File: config.mk
export PLATFORM = sky130hd
export DESIGN_NAME = usb_in_pkt_writer
export DESIGN_NICKNAME = d
export VERILOG_FILES = /design/src/rtl/usb_pkg.sv /design/src/rtl/usb_sync_fifo.sv /design/src/rtl/usb_in_pkt_writer.sv
export SDC_FILE = /design/constraint.sdc
export NUM_CORES = 1
export LEC_CHECK = 0
export CELL_PAD_IN_SITES_DETAIL_PLACEMENT = 1
export CELL_PAD_IN_SITES_GLOBAL_PLACEMENT = 2
export CORE_ASPECT_RATIO = 2
export CORE_MARGIN = 1
export CORE_UTILIZATION = 30
export CTS_CLUSTER_SIZE = 8
export DETAILED_ROUTE_END_ITERATION = 10
export HOLD_SLACK_MARGIN = 0.12
export MAX_ROUTING_LAYER = met4
export PLACE_DENSITY_LB_ADDON = 0.12
export SETUP_SLACK_MARGIN = 0.1
export SYNTH_ARGS = -nofsm -noshare
export SYNTH_HDL_FRONTEND = slang
export SYNTH_SLANG_ARGS = --single-unit
export TNS_END_PERCENT = 20
File: constraint.sdc
create_clock -name USB_IFCLK -period 7.96 [get_ports USB_IFCLK]
set_input_delay 1.592 -clock USB_IFCLK [delete_from_list [all_inputs] [get_ports USB_IFCLK]]
set_output_delay 1.592 -clock USB_IFCLK [all_outputs]
set_load 0.01 [all_outputs]
File: src/rtl/usb_pkg.sv
// Shared FX2 definitions: slave-FIFO endpoint addresses, the IN writer state
// encoding and the staging word width.
package usb_pkg;

  localparam logic [1:0] FX2_EP2 = 2'b00;
  localparam logic [1:0] FX2_EP4 = 2'b01;
  localparam logic [1:0] FX2_EP6 = 2'b10;
  localparam logic [1:0] FX2_EP8 = 2'b11;

  // Staging word is {last, data[15:0]}.
  localparam int FIFO_W = 17;

  typedef enum logic {
    ST_RUN   = 1'b0,
    ST_PKEND = 1'b1
  } wr_state_e;

endpackage

File: src/rtl/usb_sync_fifo.sv
// Single-clock first-word-fall-through FIFO; DEPTH must be a power of 2.
// A push into a full FIFO is accepted when a pop happens on the same edge.
module usb_sync_fifo #(
  parameter int DEPTH = 16,
  parameter int WIDTH = 17
) (
  input  logic             clk,
  input  logic             rst,
  input  logic             wr_en,
  input  logic [WIDTH-1:0] wr_data,
  input  logic             rd_en,
  output logic [WIDTH-1:0] rd_data,
  output logic             full,
  output logic             empty
);

  localparam int AW = $clog2(DEPTH);

  logic [WIDTH-1:0] mem [DEPTH];
  logic [AW:0]      wr_ptr;
  logic [AW:0]      rd_ptr;
  logic             do_wr;
  logic             do_rd;

  assign empty   = (wr_ptr == rd_ptr);
  assign full    = (wr_ptr[AW] != rd_ptr[AW]) && (wr_ptr[AW-1:0] == rd_ptr[AW-1:0]);
  assign do_rd   = rd_en & ~empty;
  assign do_wr   = wr_en & (~full | do_rd);
  assign rd_data = mem[rd_ptr[AW-1:0]];

  always_ff @(posedge clk) begin
    if (rst) begin
      wr_ptr <= '0;
      rd_ptr <= '0;
    end else begin
      if (do_wr) wr_ptr <= wr_ptr + 1'b1;
      if (do_rd) rd_ptr <= rd_ptr + 1'b1;
    end
  end

  // NOTE: storage is not reset; the pointers alone define what is valid.
  always_ff @(posedge clk) begin
    if (do_wr) mem[wr_ptr[AW-1:0]] <= wr_data;
  end

endmodule

File: src/rtl/usb_in_pkt_writer.sv
// Streams 16-bit words into an FX2 IN endpoint through a staging FIFO and
// closes short packets with PKEND. Define USB_PKEND_TIMEOUT_EN to also commit
// a partial packet after TIMEOUT idle cycles.
module usb_in_pkt_writer
  import usb_pkg::*;
#(
  parameter int         DEPTH     = 16,
  parameter int         PKT_WORDS = 256,
  parameter int         TIMEOUT   = 1024,
  parameter logic [1:0] EP_ADDR   = FX2_EP6
) (
  input  logic        USB_IFCLK,
  input  logic        RST,
  input  logic [15:0] S_DATA,
  input  logic        S_VALID,
  input  logic        S_LAST,
  output logic        S_READY,
  input  logic        USB_FLAGD,
  output logic [1:0]  USB_ADDR,
  output logic [15:0] USB_DATA_OUT,
  output logic        USB_DATA_OE,
  output logic        USB_SLWR,
  output logic        USB_PKEND
);

  localparam int WCW = $clog2(PKT_WORDS);

  wr_state_e         state;
  wr_state_e         state_next;
  logic [FIFO_W-1:0] fifo_head;
  logic              fifo_full;
  logic              fifo_empty;
  logic              wr_fire;
  logic              pkend_fire;
  logic              idle_hit;
  logic [WCW-1:0]    word_cnt;
  logic [WCW-1:0]    word_cnt_inc;

  usb_sync_fifo #(
    .DEPTH (DEPTH),
    .WIDTH (FIFO_W)
  ) u_fifo (
    .clk     (USB_IFCLK),
    .rst     (RST),
    .wr_en   (S_VALID & ~fifo_full),
    .wr_data ({S_LAST, S_DATA}),
    .rd_en   (wr_fire),
    .rd_data (fifo_head),
    .full    (fifo_full),
    .empty   (fifo_empty)
  );

  // FX2 commits a full packet on its own, so the count simply wraps.
  assign word_cnt_inc = (word_cnt == WCW'(PKT_WORDS - 1)) ? '0 : word_cnt + 1'b1;

  always_comb begin
    // NOTE: every output of this block gets a default first, so no latch is inferred.
    state_next = state;
    wr_fire    = 1'b0;
    pkend_fire = 1'b0;
    if (!RST) begin
      case (state)
        ST_RUN: begin
          if (!fifo_empty && USB_FLAGD) begin
            wr_fire = 1'b1;
            if (fifo_head[16] && (word_cnt_inc != '0)) state_next = ST_PKEND;
          end else if (idle_hit) begin
            state_next = ST_PKEND;
          end
        end
        ST_PKEND: begin
          if (USB_FLAGD) begin
            pkend_fire = 1'b1;
            state_next = ST_RUN;
          end
        end
        default: state_next = ST_RUN;
      endcase
    end
  end

  // NOTE: sequential state uses non-blocking assignments so all registers
  // update from the same pre-edge values.
  always_ff @(posedge USB_IFCLK) begin
    if (RST) state <= ST_RUN;
    else     state <= state_next;
  end

  always_ff @(posedge USB_IFCLK) begin
    if (RST || pkend_fire) word_cnt <= '0;
    else if (wr_fire)      word_cnt <= word_cnt_inc;
  end

`ifdef USB_PKEND_TIMEOUT_EN
  localparam int IDW = $clog2(TIMEOUT);

  logic [IDW-1:0] idle_cnt;
  logic           idle_cond;

  // Hit one cycle early so PKEND lands exactly TIMEOUT cycles after the last write.
  assign idle_cond = (state == ST_RUN) && fifo_empty && (word_cnt != '0);
  assign idle_hit  = idle_cond && (idle_cnt == IDW'(TIMEOUT - 2));

  always_ff @(posedge USB_IFCLK) begin
    if (RST || wr_fire || (word_cnt == '0)) idle_cnt <= '0;
    else if (idle_cond && !idle_hit)        idle_cnt <= idle_cnt + 1'b1;
  end
`else
  // Timeout disabled: this is constant false, only LAST closes a short packet.
  assign idle_hit = (TIMEOUT < 0);
`endif

  assign S_READY      = ~fifo_full | RST;
  assign USB_ADDR     = EP_ADDR;
  assign USB_DATA_OUT = fifo_head[15:0];
  assign USB_DATA_OE  = ~RST;
  assign USB_SLWR     = ~wr_fire;
  assign USB_PKEND    = ~pkend_fire;

endmodule

**Word-level counts from Yosys, hierarchy flattened**

Memory sizes are Yosys's and may differ from the RTL's. A register that Yosys moved wholly into a read port is not among the register bits.
Cells that the tools add are included.
Widths: inputs -> output; s select.

- Muxes and demuxes: 15
- Reductions and logical operators: 6
- Multiply operators: 0
- Eq/ne operators: 4
- Divide/modulo/power cells: 0
- Shift operators: 0
- $lt $le $gt $ge: 0
- Bitwise gates (word level): 11
- $add $sub $neg: 3

Operator list:

| cell | number |
|---|---|
| $mux 1 | 11 |
| $add 5x1->5 const B | 2 |
| $add 8x1->8 const B | 1 |
| $eq 8x8->1 const B | 1 |
| $mux 4 | 2 |
| $mux 8 | 1 |
| $reduce_bool 8->1 | 1 |
| $not 1->1 | 6 |
| $eq 5x5->1 | 1 |
| $eq 4x4->1 | 1 |
| $and 1x1->1 | 3 |
| $logic_and 1x1->1 | 3 |
| $or 1x1->1 | 2 |
| $pmux 1 s2 | 1 |
| $logic_not 1->1 | 1 |
| $logic_or 1x1->1 | 1 |
| $ne 1x1->1 | 1 |

- Input bits: 21
- RAM bits: 272
- Output and inout bits: 22
- Memories: 1
- Word-level logic and storage cells: 44
- Bits in read-only memories: 0
- Latch bits: 0
- Register bits: 19

Memories:

| memory | depth | bits a word | rd ports | clocked after memory_dff | write ports | line | RTL |
|---|---|---|---|---|---|---|---|
| u_fifo.mem | 16 | 17 | 1 | 1 | 1 | usb_sync_fifo.sv:19 | `logic [WIDTH-1:0] mem [DEPTH];` |

**Longest topological paths before layout**

Gate-level depths: netlist of run 1.

- Word-level depth: 11
- Mapped depth: 7
- Depth with buffers taken out: 6

**Cells and area by module**

A second synthesis of run 1 with hierarchy kept.

- Cell total of the unflattened synthesis: 545
- Area total of the unflattened synthesis: 11623.6 um^2

Modules (own cells, without submodules):

| module | times used | area each (um^2) | cells each |
|---|---|---|---|
| usb_sync_fifo | 1 | 10975.5 | 463 |
| usb_in_pkt_writer | 1 | 648.1 | 82 |

**Worst setup path before layout of run 1**

No wires, ideal clock.

- Path kind: input -> output
- From: input port RST
- To: output port S_READY
- Arrival time: 2.189 ns
- Stages: 2
- Required time: 6.368 ns
- Slack: 4.179 ns
- Buffers on the path: 1
- Cells stage by stage: clkbuf_1 > or3_1

- Cells in the longest elaborated chain, start to end: 1

RTL lines:

| element | line | RTL |
|---|---|---|
| start, declared | usb_in_pkt_writer.sv:13 | `input logic RST,` |
| $or 1x1->1 | usb_in_pkt_writer.sv:113 | `assign S_READY = ~fifo_full \| RST;` |
| end, declared | usb_in_pkt_writer.sv:17 | `output logic S_READY,` |

No other way between the ends.

==> metrics.md, run 1 <==
| Metric | Value |
|---|---|
| Crit path arrival time | about 3.6 ns |
| RSZ-0062 raised after global routing | false |
| Vias per std cell | 4.77 |
| Reg2reg end | u_fifo.mem[12][5] |
| Nets | about 640 |
| Least-Margin Pin Slew | between 1 and 1.5 ns |
| Fin. Hold Viols | 0 |
| Initial DRC Count | 341 |
| Via count | about 5400 |
| Post-DRT Antenna Nets | 0 |
| Seq/Total Area, Yosys | around 74% |
| Vias in the first global route | between 6000 and 7000 |
| Fmax | 0.192 GHz |
| Row cnt | roughly 100 |
| Die area | ~40000 µm² |
| Final Critical Period | ~5.2 ns |
| Floorplan core area | between 30000 and 40000 µm² |
| R2R setup slack | 5.49 ns |
| Synthesized instance count | between 500 and 600 |
| Power Density | between 200 and 300 nW/µm² |
| Global route overflow | 0 |
| Max FO, Critical Path | 46 |
| Mapped Area | about 12000 µm² |
| Hold slack | 0.525 ns |
| Root buffer cell | clkbuf_16 |
| Worst min-delay path class | reg2reg |
| Endpoint, Worst Hold | state |
| ANT cells | 0 |
| DRT Wirelength | between 20 and 30 mm |
| Distinct cell type count after synthesis | 44 |
| Cts hold-fix bufs | 0 |
| Clock Latency Late Sink | about 0.53 ns |
| Level count of the clock H-tree | 2 |
| Slew Limit Headroom | 24.9% |
| Tcrit/Tclk final | 65.4% |
| Fill cells | approximately 3700 |
| Yosys Warn Count | 0 |
| Ports | 43 |
| Layout area overhead | 18.5% |
| Reg2reg start | u_fifo.wr_ptr[2] |
| Post_cts resized | 0 |
| I/O Buffers | 40 |
| Leak | between 4 and 5 nW |
| R2R depth | 4 |
| # Max-Cap Violations | 0 |
| Post-Syn Area per Cell | around 21 µm² |
| DRC viols | 0 |
| Setup total negative slack | 0 ns |
| Status | finished, final reports clean |
| First-pass GRT wire length | 41.9 mm |
| Initial antenna violation count | 0 |
| CTS buffer count | 42 |
| Largest net degree at the start of global routing | 71 |
| Critical path class | reg2out |
| Post-CTS Setup Inserts | 0 |
| Layout cells sized above 1 | roughly a quarter |
| DIE HEIGHT | 280 µm |
| Worst Path Required | about 6.4 ns |
| Setup Skew | approximately 0.011 ns |
| Final GP Congestion | 0.709 |
| #FFs+latches synth | around 300 |
| Starting density of the core | 30.5% |
| Worst hold path depth | 2 |
| Mapped Nets | 570 |
| VDD IR max | around 0.15 mV |
| Die W | about 140 µm |
| HP Start | state |
| DP Wirelength | 16.0 mm |
| Total GRT Usage | around 15% |
| Clock Sink Count | about 300 |
| Startpoint class of the critical path | flip-flop |
| CTS tree | done |
| Reg clk slew, reported paths | 0.05 ns |
| Routed length per placed instance | about 25 µm |
| Setup violators final | 0 |
| DRT Pass-1 Iters | 4 |
| Clock Tree Buf Depth | 3 |
| Slew Limit Fails | 0 |
| Crit end category | output port |
registers in the layout (all words and copies together) (netlist names), named ones only:
name,cells
u_fifo.mem,272
word_cnt,8
u_fifo.rd_ptr,5
u_fifo.wr_ptr,5
state,1
worst max-delay path, stage by stage (launching register included):
cell             delay, ns
dfxtp_4               0.97
buf_4                 0.54
mux4_2                0.58
mux4_2                0.48
clkdlybuf4s50_1       0.50
how the worst max path moves through the flow:
stage / start / end / slack, ns / cells past startpoint
floorplan: RST / S_READY / 4.18 / 2
global placement: RST / USB_SLWR / 3.02 / 4
detailed placement: RST / USB_SLWR / 2.97 / 4
CTS: flip-flop / USB_DATA_OUT[14] / 2.57 / 4
global route: flip-flop / USB_DATA_OUT[14] / 2.44 / 4
finish: flip-flop / USB_DATA_OUT[14] / 2.76 / 4
kinds of logic after synthesis:
group           count (synthesis)  share of synthesized area (%)
simple gates                   61                           2.89
buf+inv                        39                           2.07
compound gates                 31                           1.93
other cells                     2                         0.0647
mux                            90                           16.7
fa+ha+maj                       7                          0.754
xor+xnor                       17                           1.28
flops                         295                           74.3
synth_stat cells:
library cell    n  area share (%)
edfxtp_1      272              70
mux4_2         83              16
dfxtp_1        23             4.0
nor2_1         17            0.55
and3_1         16            0.86
xnor2_1        10            0.75
buf_2           9            0.39
clkbuf_1        9            0.29
inv_1           9            0.29
ha_1            7            0.75
mux2i_1         7            0.60
xor2_1          7            0.53
nand2_1         6            0.19
o211ai_1        6            0.39
buf_4           5            0.32
o21ai_1         5            0.22
a21oi_1         4            0.17
nor2b_1         4            0.22
and2_1          3            0.16
buf_12          3            0.52
nand3_1         3            0.13
nor3_1          3            0.13
a2111o_1        2            0.19
buf_1           2           0.065
buf_6           2            0.19
conb_1          2           0.065
o2111ai_1       2            0.15
o21a_1          2            0.13
o31ai_1         2            0.13
or3_1           2            0.11
or4_1           2            0.13
a211o_1         1           0.075
a221oi_1        1           0.075
a311oi_1        1           0.075
a31oi_1         1           0.054
nand4_1         1           0.054
nand4_2         1            0.11
nor3b_2         1            0.11
nor4_1          1           0.054
o21ai_0         1           0.043
o21ai_2         1           0.075
o311ai_1        1           0.075
o41ai_1         1           0.075
or4b_1          1           0.086
power by group:
| group | internal [mW] | switching, mW |
|---|---|---|
| logic | 0.108 | 0.0878 |
| clock network | 1.01 | 0.623 |
| registers | 1.72 | 0.0297 |
| total | 2.84 | 0.740 |
placed cells by master, fill, tap and decap left out, types with 2 or more instances in the layout:
cell and count:
mux4_2 83, o2111ai_1 2, nor2b_1 3, or3_1 2, clkdlybuf4s50_1 40, edfxtp_1 272
o21ai_1 5, xor2_1 7, nand2_1 6, and3_2 5, ha_1 7, and3_1 11
o211ai_1 6, nor3_1 2, clkbuf_16 45, mux2i_1 7, buf_4 13, a2111o_1 2
or4_1 2, dfxtp_1 20, xnor2_1 10, o21a_1 2, conb_1 2, and2_1 3
o31ai_1 2, dfxtp_4 2, nand3_1 3, a21oi_1 4, inv_1 9, nor2_1 17
clkbuf_1 16
cell type report:
class                   count  area, µm²  share of cell area, %
clock buffers              61       1190                   8.62
inverters                   9       33.8                  0.245
multi-input cells         208       2760                   20.1
flip-flops and latches    295       8640                   62.8
well taps                 515        644                   4.68
repair buffers             53        498                   3.62
per-stage QoR:
step	util (%)	power (mW)	std cells	setup slack, ns	area, µm²
floorplan	-	1.89	542	4.18	11600
global placement	33.1	1.97	1080	3.02	12600
detailed placement	33.1	1.98	1080	2.97	12600
CTS	36.2	3.63	1141	2.57	13800
global route	36.2	3.69	1141	2.44	13800
finish	36.2	3.58	1141	2.76	13800
routing by layer:
layer	GRT usage [%]	routed length (µm)	vias to the layer above
met5	-	0	-
met4	5.77	810	0
met3	2.42	827	49
met2	28.4	16100	105
met1	16.3	10500	2918
li1	-	-	2368
Note: power is estimated with default switching activity, not from simulation.
==> inputs of run 2 (changes only) <==
==> constraint.sdc (replaced) <==
create_clock -name USB_IFCLK -period 4.2 [get_ports USB_IFCLK]
set_input_delay 0.84 -clock USB_IFCLK [delete_from_list [all_inputs] [get_ports USB_IFCLK]]
set_output_delay 0.84 -clock USB_IFCLK [all_outputs]
set_load 0.01 [all_outputs]
==> run 2 against run 1 <==
  * Final cell count increased by 1.1%
  * Sequential power is 88% higher
  * Critical path type unchanged
  * Global-route usage up 0.12 points
  * First-iteration DRC count shrank 20%
  * Utilization increased by 0.31 points
  * Count of clock-buffer cells in the layout fell by 3
  * Clock skew grew 0.0095 ns
  * Setup slack worse by 2.4 ns
  * Largest cell class unchanged
  * Register-to-register slack got worse by 3.8 ns
  * Wire length is 0.68% higher
  * Power up 87%
  * Combinational power grew 110%
==> metrics.md, run 2 (synthesized netlist as in run 1, its figures left out) <==
| Metric | Value |
|---|---|
| CTS tree | done |
| Die W | 141 µm (unchanged) |
| Layout cells sized above 1 | 25.1% (+0.52 points) |
| DIE HEIGHT | 280 µm (unchanged) |
| DRT Pass-1 Iters | 4 (unchanged) |
| PnR worst setup slack | 0.401 ns (-2.36 ns) |
| Hold slack | 0.527 ns (+0.00196 ns) |
| Placed Area | 12700 µm² (+1.3%) |
| Reg2reg start | u_fifo.wr_ptr[3] |
| I/O Buffers | 40 (unchanged) |
| HP Start | state |
| CTS buffer count | 42 (unchanged) |
| Least-Margin Pin Slew | 0.654 ns (-0.472 ns) |
| Vias in the first global route | 6348 (+0.28%) |
| Crit path arrival time | 2.96 ns (-0.65 ns) |
| DP Wirelength | 16.5 mm (+2.9%) |
| Endpoint, Worst Hold | state |
| Crit end category | output port |
| CP cell instances | buf_12 > mux4_2 > mux4_2 > clkdlybuf4s50_1 |
| First-pass GRT wire length | 42.1 mm (+0.53%) |
| Vias per std cell | 4.76 (about the same) |
| RSZ-0062 raised after global routing | false |
| Top cell by count, worst path | mux4_2 |
| Die area | 39500 µm² (unchanged) |
| Global route overflow | 0 (unchanged) |
| R2R setup slack | 1.73 ns (-3.76 ns) |
| Critical path class | reg2out |
| Setup Skew | 0.0210 ns (+0.00951 ns) |
| Final GP Congestion | 0.696 (-1.9%) |
| Layout area overhead | 19.5% |
| R2R depth | 5 (+1) |
| Crit-path slowest cell | dfxtp_4 |
| Ports | 43 (unchanged) |
| Max FO, Critical Path | 23 (-50%) |
| Nets | 650 (+2.0%) |
| DRT Wirelength | 28.4 mm (+0.68%) |
| CP max stage delay | 0.59 ns (-0.38 ns) |
| Slew Limit Fails | 0 (unchanged) |
| Pre-CTS WS | 0.873 ns (-2.09 ns) |
| Power Density | 483 nW/µm² (+86%) |
| Total GRT Usage | 15.5% (+0.12 points) |
| Root buffer cell | clkbuf_16 |
| DRC viols | 0 (unchanged) |
| Post-CTS Setup Inserts | 0 (unchanged) |
| Reg clk slew, reported paths | 0.05 ns (about the same) |
| Reg2reg end | u_fifo.mem[14][3] |
| Clock Latency Late Sink | 0.53 ns (about the same) |
| Worst hold path depth | 2 (unchanged) |
| Worst Path Required | 3.36 ns (-3.01 ns) |
| Leak | 4.30 nW (+1.6%) |
| Setup violators final | 0 (unchanged) |
| Status | finished, final reports clean |
| Max FFs per register | 272 (unchanged) |
| Cts hold-fix bufs | 0 (unchanged) |
| Initial antenna violation count | 1 (+1) |
| Row cnt | 101 (unchanged) |
| Floorplan core area | 38000 µm² (unchanged) |
| Design Area, Final | 13900 µm² (+0.85%) |
| Worst min-delay path class | reg2reg |
| Delay-heaviest family, CP | multiplexers |
| Routed length per placed instance | 24.7 µm (-0.36%) |
| Level count of the clock H-tree | 2 (unchanged) |
| # Max-Cap Violations | 0 (unchanged) |
| Most frequent cells in the layout | 272 x edfxtp_1, 83 x mux4_2, 43 x clkbuf_16, 40 x clkdlybuf4s50_1, 21 x dfxtp_1 |
| Fin. Hold Viols | 0 (unchanged) |
| Crit path buffers/inverters | 2 (unchanged) |
| Post-DRT Antenna Nets | 0 (unchanged) |
| Clock Tree Buf Depth | 3 (unchanged) |
| Final Critical Period | 3.80 ns |
| Initial DRC Count | 272 (-20%) |
| Startpoint class of the critical path | flip-flop |
| Commonest non-fill, non-tap cell in the layout | edfxtp_1 |
| Largest net degree at the start of global routing | 30 (-58%) |
| Setup total negative slack | 0 ns (unchanged) |
| VDD IR max | 0.229 mV (+50%) |
| Tcrit/Tclk final | ~90% |
| Post_cts resized | 0 (unchanged) |
| Slew Limit Headroom | 56.0% (+31 points) |
| Starting density of the core | 30.5% (unchanged) |
| Clock Sink Count | 295 (unchanged) |
| Via count | 5493 (+0.97%) |
| Fmax | between 0.2 and 0.3 GHz |
==> run 2: worst min-delay path, stage by stage, from the launching register on <==
cell     delay [ns]
dfxtp_1        0.35
nand2_1        0.07
o21ai_1        0.05
==> run 2: worst max-delay path by stage <==
stage / slack (ns) / endpoint / depth (start not counted) / startpoint
after CTS: 0.31 / USB_DATA_OUT[2] / 4 / flip-flop
after global placement: 0.89 / USB_DATA_OUT[5] / 4 / flip-flop
after global routing: 0.24 / USB_DATA_OUT[2] / 4 / flip-flop
final: 0.40 / USB_DATA_OUT[2] / 4 / flip-flop
after detailed placement: 0.87 / USB_DATA_OUT[2] / 4 / flip-flop
after floorplan: 1.55 / USB_DATA_OUT[0] / 5 / flip-flop
==> run 2: report_power, final <==
part           internal (mW)  total [mW]  switching (mW)  leakage [nW]
clock network           1.84        3.00            1.16         0.552
registers               3.25        3.29          0.0330          2.64
logic                  0.214       0.411           0.197          1.10
total                   5.31        6.70            1.39          4.30
==> run 2: per-stage QoR <==
step | util, % | total power [mW] | cells
global placement | 33.5 | 3.76 | 1093
detailed placement | 33.5 | 3.77 | 1093
finish | 36.5 | 6.70 | 1153
floorplan | - | 3.59 | 542
global route | 36.5 | 6.93 | 1153
CTS | 36.5 | 6.81 | 1152
==> run 2: layout make-up <==
type | count | area, µm²
repair buffers | 66 | 671
inverters | 9 | 33.8
fillers | 3691 | 24200
well taps | 515 | 644
clock buffers | 58 | 1130
multi-input cells | 208 | 2750
clock inverters | 1 | 8.76
flip-flops and latches | 295 | 8640
diodes | 1 | 2.50
==> run 2: routing by layer <==
metal | wire length [µm] | share of wire, % | track usage, %
met4 | 660 | 2.3 | 5.35
met2 | 15700 | 55 | 28.1
met5 | 0 | 0 | -
met3 | 977 | 3.4 | 2.47
met1 | 11100 | 39 | 17.1
